==> src/rtl/wb_trace_uart.sv <==
// Writeback trace monitor: captures register-file writes into a FIFO and
// streams each one as a 5-byte 8N1 UART record {dest, writeVal[31:24..7:0]}.
module wb_trace_uart #(
    parameter int CLK_FREQ   = 50000000,
    parameter int BAUD       = 115200,
    parameter int FIFO_DEPTH = 8
) (
    input  logic                          clk,
    input  logic                          rst,
    input  logic                          enable,
    input  logic                          WB_EN,
    input  logic [4:0]                    dest,
    input  logic [31:0]                   writeVal,
    output logic                          tx,
    output logic                          busy,
    output logic [$clog2(FIFO_DEPTH):0]   fifo_count,
    output logic [7:0]                    drop_count,
    output logic                          overflow
);

    localparam int CPB = CLK_FREQ / BAUD;
    localparam int BW  = (CPB > 1) ? $clog2(CPB) : 1;
    localparam int AW  = $clog2(FIFO_DEPTH);
    localparam int CW  = AW + 1;

    localparam logic [CW-1:0] FULL     = CW'(FIFO_DEPTH);
    localparam logic [BW-1:0] BAUD_END = BW'(CPB - 1);

    localparam logic [1:0] S_IDLE  = 2'd0;
    localparam logic [1:0] S_START = 2'd1;
    localparam logic [1:0] S_DATA  = 2'd2;
    localparam logic [1:0] S_STOP  = 2'd3;

    logic [36:0]   mem_q [FIFO_DEPTH];
    logic [AW-1:0] wr_ptr_q, wr_ptr_d;
    logic [AW-1:0] rd_ptr_q, rd_ptr_d;
    logic [CW-1:0] count_q, count_d;
    logic [7:0]    drop_q, drop_d;
    logic          ovf_q, ovf_d;

    logic [1:0]    state_q, state_d;
    logic [BW-1:0] baud_q, baud_d;
    logic [2:0]    bit_idx_q, bit_idx_d;
    logic [2:0]    byte_idx_q, byte_idx_d;
    logic [39:0]   shift_q, shift_d;
    logic          tx_q, tx_d;
    logic          busy_q, busy_d;

    logic          capture, pop, push, drop, baud_end;
    logic [7:0]    cur_byte;

    // A pop frees a slot in the same cycle, so a full FIFO still accepts a push then.
    always_comb begin
        capture  = enable & WB_EN & (dest != 5'd0);
        pop      = (state_q == S_IDLE) & (count_q != '0);
        push     = capture & ((count_q != FULL) | pop);
        drop     = capture & ~push;
        wr_ptr_d = push ? wr_ptr_q + AW'(1) : wr_ptr_q;
        rd_ptr_d = pop  ? rd_ptr_q + AW'(1) : rd_ptr_q;
        case ({push, pop})
            2'b10:   count_d = count_q + CW'(1);
            2'b01:   count_d = count_q - CW'(1);
            default: count_d = count_q;
        endcase
        drop_d = (drop && (drop_q != 8'hFF)) ? drop_q + 8'd1 : drop_q;
        ovf_d  = ovf_q | drop;
    end

    always_comb begin
        state_d    = state_q;
        baud_d     = baud_q;
        bit_idx_d  = bit_idx_q;
        byte_idx_d = byte_idx_q;
        shift_d    = shift_q;
        baud_end   = (baud_q == BAUD_END);
        case (state_q)
            S_IDLE: begin
                if (pop) begin
                    shift_d    = {3'b000, mem_q[rd_ptr_q]};
                    byte_idx_d = 3'd0;
                    bit_idx_d  = 3'd0;
                    baud_d     = '0;
                    state_d    = S_START;
                end
            end
            S_START: begin
                if (baud_end) begin
                    baud_d    = '0;
                    bit_idx_d = 3'd0;
                    state_d   = S_DATA;
                end else begin
                    baud_d = baud_q + BW'(1);
                end
            end
            S_DATA: begin
                if (baud_end) begin
                    baud_d = '0;
                    if (bit_idx_q == 3'd7) begin
                        state_d = S_STOP;
                    end else begin
                        bit_idx_d = bit_idx_q + 3'd1;
                    end
                end else begin
                    baud_d = baud_q + BW'(1);
                end
            end
            default: begin
                if (baud_end) begin
                    baud_d = '0;
                    if (byte_idx_q < 3'd4) begin
                        byte_idx_d = byte_idx_q + 3'd1;
                        shift_d    = {shift_q[31:0], 8'h00};
                        state_d    = S_START;
                    end else begin
                        state_d = S_IDLE;
                    end
                end else begin
                    baud_d = baud_q + BW'(1);
                end
            end
        endcase

        // tx is computed from next state so the line moves on the same edge as the FSM.
        cur_byte = shift_d[39:32];
        case (state_d)
            S_START: tx_d = 1'b0;
            S_DATA:  tx_d = cur_byte[bit_idx_d];
            default: tx_d = 1'b1;
        endcase
        busy_d = (state_d != S_IDLE) | (count_d != '0);
    end

    always_ff @(posedge clk) begin
        if (push) begin
            mem_q[wr_ptr_q] <= {dest, writeVal};
        end
    end

    always_ff @(posedge clk) begin
        if (rst) begin
            wr_ptr_q   <= '0;
            rd_ptr_q   <= '0;
            count_q    <= '0;
            drop_q     <= '0;
            ovf_q      <= 1'b0;
            state_q    <= S_IDLE;
            baud_q     <= '0;
            bit_idx_q  <= 3'd0;
            byte_idx_q <= 3'd0;
            shift_q    <= '0;
            tx_q       <= 1'b1;
            busy_q     <= 1'b0;
        end else begin
            wr_ptr_q   <= wr_ptr_d;
            rd_ptr_q   <= rd_ptr_d;
            count_q    <= count_d;
            drop_q     <= drop_d;
            ovf_q      <= ovf_d;
            state_q    <= state_d;
            baud_q     <= baud_d;
            bit_idx_q  <= bit_idx_d;
            byte_idx_q <= byte_idx_d;
            shift_q    <= shift_d;
            tx_q       <= tx_d;
            busy_q     <= busy_d;
        end
    end

    assign tx         = tx_q;
    assign busy       = busy_q;
    assign fifo_count = count_q;
    assign drop_count = drop_q;
    assign overflow   = ovf_q;

endmodule

==> config.mk <==
export PLATFORM = sky130hd
export DESIGN_NAME = wb_trace_uart
export DESIGN_NICKNAME = d
export VERILOG_FILES = /design/src/rtl/wb_trace_uart.sv
export SDC_FILE = /design/constraint.sdc
export NUM_CORES = 1
export LEC_CHECK = 0
export CAP_MARGIN = 20
export CORE_MARGIN = 1.5
export CORE_UTILIZATION = 50
export DETAILED_ROUTE_END_ITERATION = 10
export GPL_ROUTABILITY_DRIVEN = 0
export GPL_TIMING_DRIVEN = 0
export PLACE_DENSITY = 0.74
export SLEW_MARGIN = 20
export SYNTH_ARGS = -nofsm -noshare
export SYNTH_HDL_FRONTEND = slang
export SYNTH_SLANG_ARGS = --single-unit
==> constraint.sdc <==
create_clock -name clk -period 9.05 [get_ports clk]
set_input_delay 1.81 -clock clk [delete_from_list [all_inputs] [get_ports clk]]
set_output_delay 1.81 -clock clk [all_outputs]
set_load 0.005 [all_outputs]
* Word level (Yosys, flattened, before mapping)
Memory sizes are Yosys's and may differ from the RTL's. A register that Yosys moved wholly into a read port is not among the register bits.
Cells that the tools add are included.
** Operators by class
- Add/sub/neg operators :: 8
- Magnitude comparators :: 2
- Equal/unequal tests :: 11
- Mux-type cells :: 31
- Bitwise logic cells :: 10
- Reduce and logical (&&, ||, !) cells :: 10
** Operators by type and width (number)
- 40-bit 2-to-1 mux :: 3
- 40-bit case mux with 2 select lines :: 1
- 3-bit 2-to-1 mux :: 9
- 9-bit 2-to-1 mux :: 3
- 3-bit by 1-bit adder with 3-bit output (second input constant) :: 4
- 2-bit 2-to-1 mux :: 5
- 9-bit by 1-bit adder with 9-bit output (second input constant) :: 1
- 9-bit equality test (second input constant) :: 1
- 3-bit case mux with 3 select lines :: 1
- 8-bit by 1-bit adder with 8-bit output (second input constant) :: 1
- 8-bit inequality test (second input constant) :: 1
- 4-bit case mux with 2 select lines :: 1
- 4-bit nonzero test :: 2
- 2-bit by 1-bit equality test with 1-bit output (second input constant) :: 3
- 2-bit equality test (second input constant) :: 3
- 2-bit case mux with 3 select lines :: 1
- 3-bit case mux with 2 select lines :: 1
- 2-bit nonzero test :: 3
- 1-bit AND :: 5
- 5-bit nonzero test :: 1
- 4-bit by 1-bit adder with 4-bit output (second input constant) :: 1
- 3-bit by 4-bit < comparator with 1-bit output (second input constant) :: 1
- 1-bit 2-to-1 mux :: 4
- 4-bit inequality test (second input constant) :: 1
- 12 further kinds :: 15
** Word-level totals
- Register bits :: 78
- RAM bits :: 296
- Input port bits :: 41
- Output and inout bits :: 15
- Word-level logic and storage cells :: 86
- Memories :: 1
** Memory list
- mem_q :: depth 8, bits a word 37, rd ports 1, clocked after Yosys merged registers in 1, wr ports 1, line 34 : logic [36:0] mem_q [FIFO_DEPTH];

* Depth between registers and ports, before layout
- Depth in word-level cells :: 8
- Mapped depth :: 12
- Gate-level depth less buffers :: 12

* Worst setup path before layout
No wires, ideal clock.
- Path kind :: input-to-reg
- Start :: input dest[3]
- End :: memory mem_q[0][0] (enable)
- Library setup time :: 0.524 ns
- Arrival time :: 5.771 ns
- Required time :: 8.526 ns
- Path slack :: 2.755 ns
- Stages :: 4
- Buffers on the path :: 0
- Path through :: or4_1 -> o211a_1 -> nand2_1 -> nor4_1
** Between the ends
- Cells in the longest elaborated chain, start to end :: 5
** RTL lines
- start: declaration :: line 12 : input logic [4:0] dest,
- 5-bit nonzero test :: line 54 : capture = enable & WB_EN & (dest != 5'd0);
- 1-bit AND :: line 54
- 1-bit AND :: line 56 : push = capture & ((count_q != FULL) | pop);
- 1-bit 2-to-1 mux :: line 134 : if (push) begin
- 1-bit 2-to-1 mux (not written as such) :: line 135 : mem_q[wr_ptr_q] <= {dest, writeVal};
- end: declaration :: line 34
Every way passes these cells.

* Worst setup path in the final report
- Start :: input dest[3]
- End :: register busy_q (netlist: busy)
** Between the ends
- Cells in the longest elaborated chain, start to end :: 7
- Elaborated cells between the ends (all ways) :: 8
- Those cells by class :: eq/ne: 2; mux: 1; bitwise: 3; reduce/logical: 2
** RTL lines
- 5-bit nonzero test * :: line 54
- 1-bit AND * :: line 54
- 1-bit AND * :: line 56
- 2-bit by 1-bit equality test with 1-bit output / 2-bit equality test (equally long branches) :: line 60 : case ({push, pop})
- 4-bit case mux with 2 select lines * :: line 60
- 4-bit nonzero test * :: line 130 : busy_d = (state_d != S_IDLE) | (count_d != '0);
- 1-bit OR * :: line 130
- end signal: assignment :: line 165 : busy_q <= busy_d;
- end: declaration :: line 47 : logic busy_q, busy_d;
Every way passes the cells marked *; elsewhere a longest branch is shown, timed or not.
A chain may end at the register's enable or synchronous reset.

==> results.yml <==
critical_path:
  worst-path-buf-inv: 1
  critPathCaptureType: "register"
  critPathArrivalTime_ns: 4.90
  crit_path_frequent_cell: "a21oi_1"
  crit_path_cell_trace: "clkdlybuf4s50_1, or4_1, o211a_1, nor2_1, ha_1, a21o_1, a21oi_1, and2_1, a21oi_1, a22oi_1, o21a_1, a41oi_1"
  path_delay_family: "compound AO/OA/AOI/OAI gates"
  critical-path-slowest-cell: "or4_1"
  cp_max_fo: 9
  start_kind: "input pin"
  cp_data_required_time_ns: 9.43
  slowest_delay_ns: 0.62
  critical_path_class: "in -> reg"
pwr:
  vdd_ir_drop_max_uv: 172
  power_switching_mw: 1.46
  p_comb_share_pct: 25.1
  total_leakage_power_nw: 5.88
  pwr-share-seq_pct: 40.7
  swShare_pct: 28.6
  power_density_nw_per_um2: 287
  p_clk_share_pct: 34.2
  design_power_total_mw: 5.11
  intPower_mw: 3.65
synth:
  synth_area_um2: 15000
  synth_ff_type: "edfxtp_1"
  async_reset_ff_share_pct: 0
  yosys_register_bits: 377
  yosys_warnings: 0
  synth_edf_count: 296
  synth_nets: 948
  syn_avg_cell_area_um2: 16.7
  syn_inst: 893
  ys_types: 60
  synth-seq-area-share_pct: 70.3
routing:
  drc: 0
  drtIter0Drc: 604
  routed-wl-met3_mm: 1.76
  wl_met1_mm: 13.5
  routed_wl_mm: 30.9
  highest_layer: "met4"
  route.vias.total: 8454
  wl_met2_mm: 14.9
  final_antenna_net_count: 0
  firstDrtPassIters: 5
  via_per_inst: 5.86
  wl_per_cell_um: 21.4
global_route:
  grt_usage_pct: 20.5
  grt_pass1_wl_mm: 47.6
  grt_pass1_vias: 8356
  grt-ovfl-total: 0
  antenna_found_initial: 0
  grt_max_degree: 22
timing:
  drv_slew: 0
  period_share_pct: 50.0
  period_needed_ns: 4.52
  max_freq_mhz: 221
  relSlewSlack_pct: 39.7
  worst_pin_slew_ns: 0.898
  finClkSkew_ns: 0.0291
  layout_setup_ws_ns: 4.53
  setup_viol: 0
  rsz0062_at_grt: "no"
  hold_viol: 0
floorplan:
  rows: 63
  initial_core_util_pct: 50.6
  die_y_um: 176
  core_area_um2: 29600
  dieArea_um2: 30900
  die_x_um: 176
  pin_count: 56
clocking:
  cts_root_buf: "clkbuf_16"
  clk_pin_slew_ns: 0.06
  htreeDepth: 2
  cts_resized: 0
  postCtsSetupBuffers: 0
  clockBufferDepth: 3
  numCtsBuffers: 39
  clkSinkCount: 377
  clk_latency_ns: 0.54
  ctsHoldBuffers: 0
  cts_tree: "built"
cells_and_area:
  synthToLayoutAreaGrowth_pct: 18.9
  drive_gt1_share_pct: 23.0
  fill_cells: 2106
  diodes: 0
  utilization_pct: 60.1
  finalNetCount: 1076
  layout_common_cells: "edfxtp_1 (296), nor2_1 (104), dfxtp_1 (81)"
  final_common_cell: "edfxtp_1"
min_path:
  holdCritPathClass: "reg -> reg"
place:
  io_buffer_count: 55
  dp_hpwl_mm: 20.5
  place_ws_ns: 4.01
status:
  status: "completed"
job:
  drv_cap: 0
cells by family (layout without fill, tap and decap cells):
group           Yosys count  count (layout)  synth area share [%]
compound gates           96              96                  4.73
xor+xnor                 13              13                 0.762
fa+ha+maj                14              14                  1.22
buf+inv                  53             212                  1.77
flops                   377             377                  70.3
mux                     120             120                  14.5
simple gates            220             220                  6.72
registers in the layout, summed over array words and instances, names as in the netlist, 2 cells and up, named ones only:
register and cells:
fifo_count 4, rd_ptr_q 3, bit_idx_q 3, wr_ptr_q 3, state_q 2, mem_q 296
byte_idx_q 3, shift_q 40, drop_count 8, baud_q 9
per-layer routing:
metal | track usage [%] | vias to the layer above
met1 | 29.2 | 4297
met5 | 0 | -
met2 | 32.7 | 311
li1 | - | 3792
met4 | 6.59 | 0
met3 | 3.01 | 54
power groups by stage:
stage | Clock, mW | Combinational [mW] | Sequential (mW)
6_report | 1.75 | 1.28 | 2.08
3_3_place_gp | 0 | 1.24 | 2.11
2_1_floorplan | 0 | 0.929 | 2.09
5_1_grt | 1.84 | 1.41 | 2.09
4_1_cts | 1.78 | 1.28 | 2.07
3_5_place_dp | 0 | 1.27 | 2.11
worst paths after layout:
path	depth (start not counted)	startpoint	end	slack, ns
min reg2reg	2	byte_idx_q[1]$_SDFFE_PP0P_	byte_idx_q[1]$_SDFFE_PP0P_	0.47
max reg2reg	9	state_q[0]$_SDFF_PP0_	mem_q[0][26]$_DFFE_PP_	5.88
min	2	byte_idx_q[1]$_SDFFE_PP0P_	byte_idx_q[1]$_SDFFE_PP0P_	0.47
max	12	dest[3]	busy$_SDFF_PP0_	4.53
worst min-delay path: cells and delay by family (launching register included):
family / cells / cell delay, ns
compound gates: 1 / 0.05
flops: 1 / 0.32
simple gates: 1 / 0.05
Yosys cell counts, types with 2 or more instances:
| master | count | area (µm²) |
|---|---|---|
| edfxtp_1 | 296 | 8890 |
| nor2_1 | 107 | 402 |
| dfxtp_1 | 81 | 1620 |
| mux4_2 | 74 | 1670 |
| nand2_1 | 38 | 143 |
| nor3_1 | 34 | 170 |
| mux2_2 | 32 | 360 |
| a21oi_1 | 28 | 140 |
| a221oi_1 | 28 | 245 |
| clkbuf_1 | 25 | 93.8 |
| mux2i_1 | 14 | 140 |
| ha_1 | 13 | 163 |
| inv_1 | 10 | 37.5 |
| o21ai_0 | 10 | 50.1 |
| and3_1 | 8 | 50.1 |
| buf_2 | 8 | 40.0 |
| nand3_1 | 8 | 40.0 |
| xnor2_1 | 7 | 61.3 |
| xor2_1 | 6 | 52.6 |
| buf_4 | 5 | 37.5 |
| nand4_1 | 5 | 31.3 |
| a22oi_1 | 3 | 22.5 |
| and2_1 | 3 | 18.8 |
| clkbuf_8 | 3 | 41.3 |
| nand2b_1 | 3 | 18.8 |
| a211o_1 | 2 | 17.5 |
| a21o_1 | 2 | 15.0 |
| a311oi_1 | 2 | 17.5 |
| a311oi_2 | 2 | 30.0 |
| and3_2 | 2 | 15.0 |
| nor4_1 | 2 | 12.5 |
| o211ai_1 | 2 | 15.0 |
| o21a_1 | 2 | 15.0 |
| o22ai_1 | 2 | 12.5 |
metrics by stage:
| step | instance area, µm² | TNS [ns] | hold slack (ns) | std cells |
|---|---|---|---|---|
| global route | 17800 | 0 | 0.490 | 1442 |
| global placement | 16000 | -68.15 | 0.446 | 1338 |
| floorplan | 15000 | 0 | 0.436 | 893 |
| finish | 17800 | 0 | 0.465 | 1442 |
| detailed placement | 16300 | 0 | 0.460 | 1370 |
| CTS | 17800 | 0 | 0.468 | 1442 |
area by class of cell:
cell class	count	area (µm²)	share of cell area [%]
plain buffers	43	228	1.28
clock buffers	47	1060	5.96
clock inverters	25	370	2.08
inverters	10	37.5	0.211
multi-input cells	463	4220	23.8
flip-flops and latches	377	10500	59.1
well taps	390	488	2.75
repair buffers	87	855	4.81
(Power assumes the default switching activity.)
